[config.mk]
export PLATFORM = sky130hd
export DESIGN_NAME = id_ex_stage
export DESIGN_NICKNAME = d
export VERILOG_FILES = /design/src/rtl/riscv_pkg.sv /design/src/rtl/forward_unit.sv /design/src/rtl/id_ex_stage.sv
export SDC_FILE = /design/constraint.sdc
export NUM_CORES = 1
export LEC_CHECK = 0
export ABC_AREA = 1
export CAP_MARGIN = 10
export CORE_MARGIN = 8
export CORE_UTILIZATION = 36
export DETAILED_ROUTE_END_ITERATION = 7
export PLACE_DENSITY = 0.8
export SYNTH_ARGS = -nofsm -noshare
export SYNTH_HDL_FRONTEND = slang
export SYNTH_HIERARCHICAL = 1
export SYNTH_SLANG_ARGS = --single-unit
export TNS_END_PERCENT = 50
[constraint.sdc]
create_clock -name clk -period 3.9 [get_ports clk]
set_clock_uncertainty 0.2 [all_clocks]
set_input_delay 0.585 -clock clk [delete_from_list [all_inputs] [get_ports clk]]
set_output_delay 0.585 -clock clk [all_outputs]
set_load 0.05 [all_outputs]
[src/rtl/riscv_pkg.sv]
// Shared RISC-V constants for the ID/EX stage: ALU selects, aluOp encodings,
// forward-select enum and the ALU control decode used at the decode slot.
package riscv_pkg;

    localparam logic [1:0] ALU_ADD = 2'b00;
    localparam logic [1:0] ALU_SUB = 2'b01;
    localparam logic [1:0] ALU_AND = 2'b10;
    localparam logic [1:0] ALU_OR  = 2'b11;

    localparam logic [1:0] ALUOP_ADD   = 2'b00;
    localparam logic [1:0] ALUOP_SUB   = 2'b01;
    localparam logic [1:0] ALUOP_FUNCT = 2'b10;
    localparam logic [1:0] ALUOP_RSVD  = 2'b11;

    localparam logic [2:0] F3_ADDSUB = 3'b000;
    localparam logic [2:0] F3_AND    = 3'b111;
    localparam logic [2:0] F3_OR     = 3'b110;

    typedef enum logic [1:0] {
        FWD_REG   = 2'b00,
        FWD_EXMEM = 2'b01,
        FWD_MEMWB = 2'b10
    } fwd_sel_e;

    typedef struct packed {
        logic [1:0] sel;
        logic       illegal;
    } alu_dec_t;

    function automatic alu_dec_t decode_alu(
        input logic [1:0] alu_op,
        input logic [2:0] funct3,
        input logic       funct7b5,
        input logic       alu_src
    );
        alu_dec_t d;
        d.sel     = ALU_ADD;
        d.illegal = 1'b0;
        case (alu_op)
            ALUOP_ADD: d.sel = ALU_ADD;
            ALUOP_SUB: d.sel = ALU_SUB;
            ALUOP_FUNCT: begin
                case (funct3)
                    // Only register-register forms may subtract; addi with bit 30 set is still add.
                    F3_ADDSUB: d.sel = (funct7b5 && !alu_src) ? ALU_SUB : ALU_ADD;
                    F3_AND:    d.sel = ALU_AND;
                    F3_OR:     d.sel = ALU_OR;
                    default:   d.illegal = 1'b1;
                endcase
            end
            default: d.illegal = 1'b1;
        endcase
        return d;
    endfunction

endpackage

[src/rtl/forward_unit.sv]
// Operand bypass for one source register: EX/MEM result beats MEM/WB result,
// which beats the registered register-file data; x0 is never bypassed.
module forward_unit
    import riscv_pkg::*;
#(
    parameter int XLEN = 32
) (
    input  logic [4:0]      src_addr,
    input  logic [XLEN-1:0] reg_data,
    input  logic [4:0]      ex_mem_rd,
    input  logic            ex_mem_reg_write,
    input  logic [XLEN-1:0] ex_mem_result,
    input  logic [4:0]      mem_wb_rd,
    input  logic            mem_wb_reg_write,
    input  logic [XLEN-1:0] mem_wb_result,
    output logic [XLEN-1:0] fwd_data
);

    fwd_sel_e sel;

    always_comb begin
        // NOTE: every always_comb output gets a default first so no path can infer a latch.
        sel = FWD_REG;
        if (ex_mem_reg_write && (ex_mem_rd != 5'd0) && (ex_mem_rd == src_addr))
            sel = FWD_EXMEM;
        else if (mem_wb_reg_write && (mem_wb_rd != 5'd0) && (mem_wb_rd == src_addr))
            sel = FWD_MEMWB;
    end

    always_comb begin
        fwd_data = reg_data;
        case (sel)
            FWD_EXMEM: fwd_data = ex_mem_result;
            FWD_MEMWB: fwd_data = mem_wb_result;
            default:   fwd_data = reg_data;
        endcase
    end

endmodule

[src/rtl/id_ex_stage.sv]
// ID/EX pipeline register with ALU control decode and operand selection.
// Define FORWARDING_EN to bypass EX/MEM and MEM/WB results into the operands.
module id_ex_stage
    import riscv_pkg::*;
#(
    parameter int XLEN = 32
) (
    input  logic            clk,
    input  logic            rst,
    input  logic            inValid,
    input  logic            stall,
    input  logic            flush,
    input  logic [XLEN-1:0] rs1Data,
    input  logic [XLEN-1:0] rs2Data,
    input  logic [XLEN-1:0] imm,
    input  logic [4:0]      rs1Addr,
    input  logic [4:0]      rs2Addr,
    input  logic [4:0]      rdAddr,
    input  logic [2:0]      funct3,
    input  logic            funct7b5,
    input  logic [1:0]      aluOp,
    input  logic            aluSrc,
    input  logic            regWrite,
    input  logic [4:0]      exMemRd,
    input  logic [4:0]      memWbRd,
    input  logic            exMemRegWrite,
    input  logic            memWbRegWrite,
    input  logic [XLEN-1:0] exMemResult,
    input  logic [XLEN-1:0] memWbResult,
    output logic [XLEN-1:0] aluA,
    output logic [XLEN-1:0] aluB,
    output logic [1:0]      aluSel,
    output logic [XLEN-1:0] exRs2Data,
    output logic [4:0]      exRd,
    output logic            exRegWrite,
    output logic            outValid,
    output logic            illegal
);

    alu_dec_t        dec;
    logic            valid_q;
    logic            reg_write_q;
    logic            illegal_q;
    logic [1:0]      alu_sel_q;
    logic            alu_src_q;
    logic [XLEN-1:0] rs1_data_q;
    logic [XLEN-1:0] rs2_data_q;
    logic [XLEN-1:0] imm_q;
    logic [4:0]      rs1_addr_q;
    logic [4:0]      rs2_addr_q;
    logic [4:0]      rd_q;
    logic [XLEN-1:0] rs1_fwd;
    logic [XLEN-1:0] rs2_fwd;

    always_comb dec = decode_alu(aluOp, funct3, funct7b5, aluSrc);

    // NOTE: state is written with non-blocking assignments so every register samples pre-edge values.
    always_ff @(posedge clk or posedge rst) begin
        if (rst) begin
            valid_q     <= 1'b0;
            reg_write_q <= 1'b0;
            illegal_q   <= 1'b0;
            alu_sel_q   <= ALU_ADD;
            alu_src_q   <= 1'b0;
            rs1_data_q  <= '0;
            rs2_data_q  <= '0;
            imm_q       <= '0;
            rs1_addr_q  <= '0;
            rs2_addr_q  <= '0;
            rd_q        <= '0;
        end else if (flush) begin
            // A killed slot only needs its side-effecting bits cleared.
            valid_q     <= 1'b0;
            reg_write_q <= 1'b0;
            illegal_q   <= 1'b0;
        end else if (!stall) begin
            valid_q     <= inValid;
            reg_write_q <= regWrite & inValid;
            illegal_q   <= dec.illegal & inValid;
            alu_sel_q   <= dec.sel;
            alu_src_q   <= aluSrc;
            rs1_data_q  <= rs1Data;
            rs2_data_q  <= rs2Data;
            imm_q       <= imm;
            rs1_addr_q  <= rs1Addr;
            rs2_addr_q  <= rs2Addr;
            rd_q        <= rdAddr;
        end
    end

`ifdef FORWARDING_EN
    forward_unit #(.XLEN(XLEN)) u_fwd_rs1 (
        .src_addr        (rs1_addr_q),
        .reg_data        (rs1_data_q),
        .ex_mem_rd       (exMemRd),
        .ex_mem_reg_write(exMemRegWrite),
        .ex_mem_result   (exMemResult),
        .mem_wb_rd       (memWbRd),
        .mem_wb_reg_write(memWbRegWrite),
        .mem_wb_result   (memWbResult),
        .fwd_data        (rs1_fwd)
    );

    forward_unit #(.XLEN(XLEN)) u_fwd_rs2 (
        .src_addr        (rs2_addr_q),
        .reg_data        (rs2_data_q),
        .ex_mem_rd       (exMemRd),
        .ex_mem_reg_write(exMemRegWrite),
        .ex_mem_result   (exMemResult),
        .mem_wb_rd       (memWbRd),
        .mem_wb_reg_write(memWbRegWrite),
        .mem_wb_result   (memWbResult),
        .fwd_data        (rs2_fwd)
    );
`else
    assign rs1_fwd = rs1_data_q;
    assign rs2_fwd = rs2_data_q;

    // Bypass ports stay on the boundary so both builds share one interface.
    logic unused_fwd;
    assign unused_fwd = ^{exMemRd, memWbRd, exMemRegWrite, memWbRegWrite,
                          exMemResult, memWbResult, rs1_addr_q, rs2_addr_q};
`endif

    assign aluA       = rs1_fwd;
    assign aluB       = alu_src_q ? imm_q : rs2_fwd;
    assign exRs2Data  = rs2_fwd;
    assign aluSel     = alu_sel_q;
    assign exRd       = rd_q;
    assign exRegWrite = reg_write_q;
    assign outValid   = valid_q;
    assign illegal    = illegal_q;

endmodule

* Yosys cells after proc, flatten, opt, wreduce, memory -nomap -nowiden
Index checks and enable logic that the tools add are counted.
** Word-level totals
- Register bits after elaboration :: 107
- Latch bits :: 0
- Bits in writable memories :: 0
- Memory bits (read-only) :: 0
- Input bits :: 200
- Word-level logic and storage cells :: 37
- Memories kept :: 0
** Operators by class
- Add/subtract/negate cells :: 0
- Multipliers :: 0
- Divide/modulo/power cells :: 0
- $lt $le $gt $ge :: 0
- Eq/ne operators :: 5
- Shift operators :: 0
- Multiplexer cells :: 12
- Bitwise operators :: 4
- Reductions and logical operators :: 7
** Operators with widths (number)
- $mux 32 :: 1
- $mux 1 :: 8
- $eq 3x3->1 const B :: 2
- $pmux 2 s3 :: 1
- $pmux 2 s2 :: 1
- $logic_not 3->1 :: 1
- $reduce_or 3->1 :: 1
- $and 1x1->1 :: 2
- $eq 2x1->1 const B :: 1
- $eq 2x2->1 const B :: 1
- $logic_not 2->1 :: 1
- $ne 2x1->1 const B :: 1
- $not 1->1 :: 2
- $pmux 1 s2 :: 1
- $reduce_and 2->1 :: 1
- $reduce_or 2->1 :: 1
- $logic_and 1x1->1 :: 1
- $logic_not 1->1 :: 1

* Depth between registers and ports, before layout
Gate-level depths: netlist of the first run.
- Word-level depth :: 7
- Gate-level depth with buffers :: 8
- Gate-level depth less buffers :: 8

* Worst setup path before layout of the first run
OpenSTA, ideal clock, no wires.
- Path kind :: flip-flop to output port
- From :: reg rs2_data_q[18] (netlist: exRs2Data[18])
- To :: out aluB[18]
- Arrival :: 1815 ps
- Data required time :: 3115 ps
- Slack :: 1300 ps
- Cell stages (with the launch flop) :: 3
- Buffers on the path :: 0
- Cell sequence :: dfrtp_1 > inv_1 > o21ai_0
** On the way
- Longest elaborated chain between the ends :: 1
** RTL lines
- from (decl) :: line id_ex_stage.sv:47 : logic [XLEN-1:0] rs2_data_q;
- from (signal assigned) :: line id_ex_stage.sv:83 : rs2_data_q <= rs2Data;
- $mux 32 :: line id_ex_stage.sv:126 : assign aluB = alu_src_q ? imm_q : rs2_fwd;
- to (decl) :: line id_ex_stage.sv:31 : output logic [XLEN-1:0] aluB,
Every way passes these cells.

* Final worst setup path of the first run
- From :: reg alu_src_q
- To :: out aluB[3]
** On the way
- Longest elaborated chain between the ends :: 1
** RTL lines
- from (decl) :: line id_ex_stage.sv:45 : logic alu_src_q;
- from (signal assigned) :: line id_ex_stage.sv:81 : alu_src_q <= aluSrc;
- $mux 32 :: line id_ex_stage.sv:126
Every way passes these cells.

==> results of run 1 <==
[flip-flops by register name (all words and copies together) (netlist names)]
| name | cells |
|---|---|
| aluSel | 2 |
| imm_q | 32 |
| exRegWrite | 1 |
| illegal | 1 |
| aluA | 32 |
| exRd | 5 |
| exRs2Data | 32 |
| alu_src_q | 1 |
| outValid | 1 |
[Yosys cell counts]
master    number  area, um^2
buf_6          5        56.3
buf_2          7        35.0
o21ai_0       55         275
ha_1           3        37.5
nor2_1         3        11.3
nand2_1      286        1070
o21ai_1       11        55.1
buf_4         16         120
clkbuf_1       2        7.51
inv_2          1        3.75
o31ai_1        1        7.51
dfrtp_1      107        2680
nand3b_1       1        7.51
nor2_4         1        11.3
nand3_1        6        30.0
inv_1         41         154
a21oi_1        1        5.00
[cells in the final DEF, fill, tap and decap left out, drive strengths merged]
master and instances:
o31ai 1, bufinv 2, inv 42, nand2 286, clkinv 1, ha 3, clkbuf 12, o21ai 66
buf 5, a21oi 1, nand3 6, nor2 4, clkinvlp 1, dfrtp 107, clkdlybuf4s50 219, nand3b 1
[report_power, final]
part | internal, mW | switching (mW) | total (mW) | leakage (nW)
Combinational | 0.437 | 0.825 | 1.26 | 1.91
Sequential | 1.25 | 0.0808 | 1.33 | 1.33
Clock | 0.598 | 0.400 | 0.997 | 0.159
Total | 2.28 | 1.31 | 3.59 | 3.40
[worst max-delay path: stages (launching register included)]
cell and delay [ps]:
dfrtp_2 650, buf_12 260, nand2_1 80, o21ai_0 90, clkdlybuf4s50_1 840
[per-layer routing]
metal	global-route usage, %	vias to the layer above
met5	0	-
met4	4.98	2
met3	5.67	16
met2	26.9	137
li1	-	2074
met1	20.3	1937
[final timing paths]
| check | start | endpoint | slack (ps) | cells past startpoint |
|---|---|---|---|---|
| max in group asynchronous | rst | alu_src_q | 2290 | 3 |
| min | aluA[29] | aluA[29] | 270 | 2 |
| min in group asynchronous | rst | aluA[3] | 480 | 2 |
| max reg2reg | alu_src_q | alu_src_q | 2570 | 3 |
| max | alu_src_q | aluB[3] | 850 | 4 |
| min reg2reg | aluA[29] | aluA[29] | 270 | 2 |
[layout make-up]
class                           count  area [um^2]
Clock buffer                       12          256
Clock inverter                      4         72.6
Fill cell                        1155         5350
Inverter                           42          160
Multi-Input combinational cell    368         1510
Sequential cell                   107         2680
Tap cell                          172          215
Timing Repair Buffer              224         2270
[cells by family (layout without fill, tap and decap cells)]
group           Yosys count  count (layout)  share of synthesized area [%]
flops                   107             107                           58.6
fa+ha+maj                 3               3                          0.822
buf+inv                  72             282                           8.24
simple gates            297             297                           24.8
compound gates           68              68                           7.50
==> results.sh, run 1 <==
export IMPL_outcome="completed"
export IMPL_critPathKind="flip-flop to output port"
export IMPL_vias=4166
export IMPL_clk_insertion_delay_late_ps=330
export IMPL_worst_ep_arrival_time_ps=2260
export IMPL_cp_start_kind="flip-flop"
export IMPL_period_share_pct=78.2
export IMPL_tritoncts="built"
export IMPL_wl_met2_um=6430
export IMPL_peakVddDrop_uv=248
export IMPL_tightestPinTransition_ps=710
export IMPL_port_buffers=219
export IMPL_root_buffer="clkbuf_16"
export IMPL_required_ps=3120
export IMPL_layout_drive_gt1_share_pct=3.17
export IMPL_fmax_mhz=328
export IMPL_top_layer="met5"
export IMPL_synthCells=547
export IMPL_pin_count=306
export IMPL_dp_cells=913
export IMPL_holdBufCountCts=0
export IMPL_grt_max_degree=138
export IMPL_synth_nets=750
export IMPL_cts_path_max_buffers=2
export IMPL_cts_buffers_inserted=9
export IMPL_dr_first_iter_drc_count=294
export IMPL_cts_resized_gates=0
export IMPL_cap_violations=0
export IMPL_p_total_mw=3.59
export IMPL_initial_core_util_pct=36.5
export IMPL_syn_to_final_growth_pct=56.8
export IMPL_ys_types=17
export IMPL_core_mm2=0.0125
export IMPL_gp_congestion=0.748
export IMPL_cts_sinks=107
export IMPL_fin_cells=929
export IMPL_overflow=0
export IMPL_avgViaCountPerCell=4.48
export IMPL_power_leakage_nw=3.40
export IMPL_nNetsFinal=955
export IMPL_syn_mean_instance_area_um2=8.35
export IMPL_grt_pass1_vias=4261
export IMPL_dpl_worst_slack_ps=1180
export IMPL_worst_path_max_fanout=41
export IMPL_drv_slew=0
export IMPL_grt_pass1_wl_um=21700
export IMPL_synth_cell_area_mm2=0.00457
export IMPL_dpl_hpwl_um=10200
export IMPL_fp_dieArea_mm2=0.0165
export IMPL_final_setup_viol_count=0
export IMPL_drt_met1_wl_um=5940
export IMPL_rows=41
export IMPL_yosys_register_bits=107
export IMPL_post_cts_repair_setup_buffers=0
export IMPL_ys_seq_area_share_pct=58.6
export IMPL_power_density_mw_per_mm2=501
export IMPL_synth_warnings=6
export IMPL_rsz0062_at_grt="no"
export IMPL_antenna_found_initial=1
export IMPL_crit_path_end_kind="output port"
export IMPL_dieWidth_um=129
export IMPL_path_clk_slew_ps=70
export IMPL_period_minus_slack_ps=3050
export IMPL_drc=0
export IMPL_ant_nets=0
export IMPL_place_area_mm2=0.00684
export IMPL_cts_max_level=3
export IMPL_utilization_pct=57.2
export IMPL_finalInstanceArea_mm2=0.00716
export IMPL_relSlewSlack_pct=52.6
export IMPL_setup_tns_ps=0
export IMPL_grt_usage_pct=16.5
export IMPL_fin_ws_ps=851
export IMPL_firstDrtPassIters=4
export IMPL_hold_path_class="flip-flop to flip-flop"
export IMPL_finalHoldViolCount=0
export IMPL_diodes=0
export IMPL_wl_met3_um=1210
export IMPL_wl_per_cell_um=14.8
export IMPL_drt_wl_total_um=13800
export IMPL_die_y_um=129
export IMPL_whs_ps=271
Power figures use the tool's default switching activity.
==> run 2: changes to the inputs <==
Clock period 3.9 ns to 3.17 ns, I/O delays scaled along.
==> results.sh, run 2 (synthesized netlist as in run 1, its figures left out) <==
export IMPL_outcome="completed"
export IMPL_fin_ws_ps=275
export IMPL_place_area_mm2=0.00685
export IMPL_holdBufCountCts=0
export IMPL_grt_pass1_vias=4011
export IMPL_worst_ep_arrival_time_ps=2220
export IMPL_drc=0
export IMPL_clk_insertion_delay_late_ps=340
export IMPL_overflow=0
export IMPL_cts_sinks=107
export IMPL_post_cts_repair_setup_buffers=0
export IMPL_vias=4068
export IMPL_utilization_pct=57.0
export IMPL_switchingPower_mw=1.59
export IMPL_drt_wl_total_um=13600
export IMPL_die_y_um=129
export IMPL_critPathKind="flip-flop to output port"
export IMPL_nNetsFinal=957
export IMPL_period_minus_slack_ps=2890
export IMPL_rows=41
export IMPL_power_density_mw_per_mm2=597
export IMPL_drv_slew=0
export IMPL_pin_count=306
export IMPL_whs_ps=272
export IMPL_core_mm2=0.0125
export IMPL_port_buffers=219
export IMPL_path_clk_slew_ps=70
export IMPL_period_share_pct=91.3
export IMPL_tritoncts="built"
export IMPL_grt_max_degree=108
export IMPL_layout_common_cells="nand2_1 (286), clkdlybuf4s50_1 (219), dfrtp_1 (106), o21ai_0 (55), inv_1 (40)"
export IMPL_grt_usage_pct=16.5
export IMPL_avgViaCountPerCell=4.37
export IMPL_pwr_share_comb_pct=36.6
export IMPL_dpl_worst_slack_ps=603
export IMPL_wl_per_cell_um=14.6
export IMPL_ant_nets=0
export IMPL_pwr_share_clk_pct=25.1
export IMPL_power_leakage_nw=3.39
export IMPL_rsz0062_at_grt="no"
export IMPL_root_buffer="clkbuf_16"
export IMPL_syn_to_final_growth_pct=56.2
export IMPL_dr_first_iter_drc_count=206
export IMPL_hold_path_class="flip-flop to flip-flop"
export IMPL_finalHoldViolCount=0
export IMPL_peakVddDrop_uv=253
export IMPL_cts_resized_gates=0
export IMPL_fmax_mhz=345
export IMPL_firstDrtPassIters=4
export IMPL_relSlewSlack_pct=59.2
export IMPL_cts_buffers_inserted=9
export IMPL_cts_path_max_buffers=2
export IMPL_cp_start_kind="flip-flop"
export IMPL_dp_cells=915
export IMPL_layout_cells_most_common="nand2_1"
export IMPL_dieWidth_um=129
export IMPL_cts_max_level=3
export IMPL_final_setup_viol_count=0
export IMPL_crit_path_end_kind="output port"
export IMPL_setup_tns_ps=0
export IMPL_fp_dieArea_mm2=0.0165
export IMPL_gp_congestion=0.790
export IMPL_dpl_hpwl_um=10100
export IMPL_required_ps=2490
export IMPL_tightestPinTransition_ps=612
export IMPL_netSwitchingFraction_pct=37.3
export IMPL_cap_violations=0
export IMPL_seq_power_share_pct=38.3
export IMPL_layout_drive_gt1_share_pct=3.29
export IMPL_multi_input_area_mm2=0.00151
export IMPL_p_int_mw=2.67
export IMPL_antenna_found_initial=0
export IMPL_diodes=0
export IMPL_finalInstanceArea_mm2=0.00714
export IMPL_grt_pass1_wl_um=21300
export IMPL_p_total_mw=4.26
export IMPL_fin_cells=931
export IMPL_worst_path_max_fanout=42
export IMPL_seq_area_mm2=0.00268
export IMPL_initial_core_util_pct=36.5
export IMPL_nFillCells=1134
-- run 2: layout make-up --
type	count	share of cell area, %
sequential	107	37.5
timing repair buffer	226	32.0
inverter	42	2.26
tap	172	3.02
multi-input combinational	368	21.2
clock inverter	2	0.140
clock buffer	14	3.84
-- run 2: final timing paths --
| check | startpoint | endpoint | slack [ps] | cells past startpoint |
|---|---|---|---|---|
| max in group asynchronous | rst | alu_src_q | 1890 | 3 |
| worst min-delay path | imm_q[10] | imm_q[10] | 270 | 2 |
| min in group asynchronous | rst | exRs2Data[12] | 440 | 3 |
| worst max-delay path | alu_src_q | aluB[19] | 280 | 3 |
| worst min register to register | imm_q[10] | imm_q[10] | 270 | 2 |
| worst max register to register | alu_src_q | alu_src_q | 2180 | 2 |
-- run 2: power groups by stage --
| stage | logic [mW] | registers (mW) | clock network (mW) |
|---|---|---|---|
| after floorplan | 0.561 | 2.05 | 0 |
| after global placement | 1.56 | 1.64 | 0 |
| after detailed placement | 1.58 | 1.65 | 0 |
| after CTS | 1.58 | 1.63 | 1.11 |
| after global routing | 1.65 | 1.65 | 1.16 |
| final | 1.56 | 1.63 | 1.07 |
-- run 2: critical path, cell delays in order (launching register included) --
cell             delay [ps]
dfrtp_2                 530
buf_12                  220
o21ai_0                 250
clkdlybuf4s50_1         850
-- run 2: layer usage --
| metal | up-vias | global-route usage (%) | share of wire (%) |
|---|---|---|---|
| li1 | 2074 | - | - |
| met1 | 1835 | 19.6 | 41 |
| met2 | 143 | 26.7 | 47 |
| met3 | 16 | 6.12 | 9.8 |
| met4 | 0 | 6.15 | 1.8 |
| met5 | - | 0 | 0 |
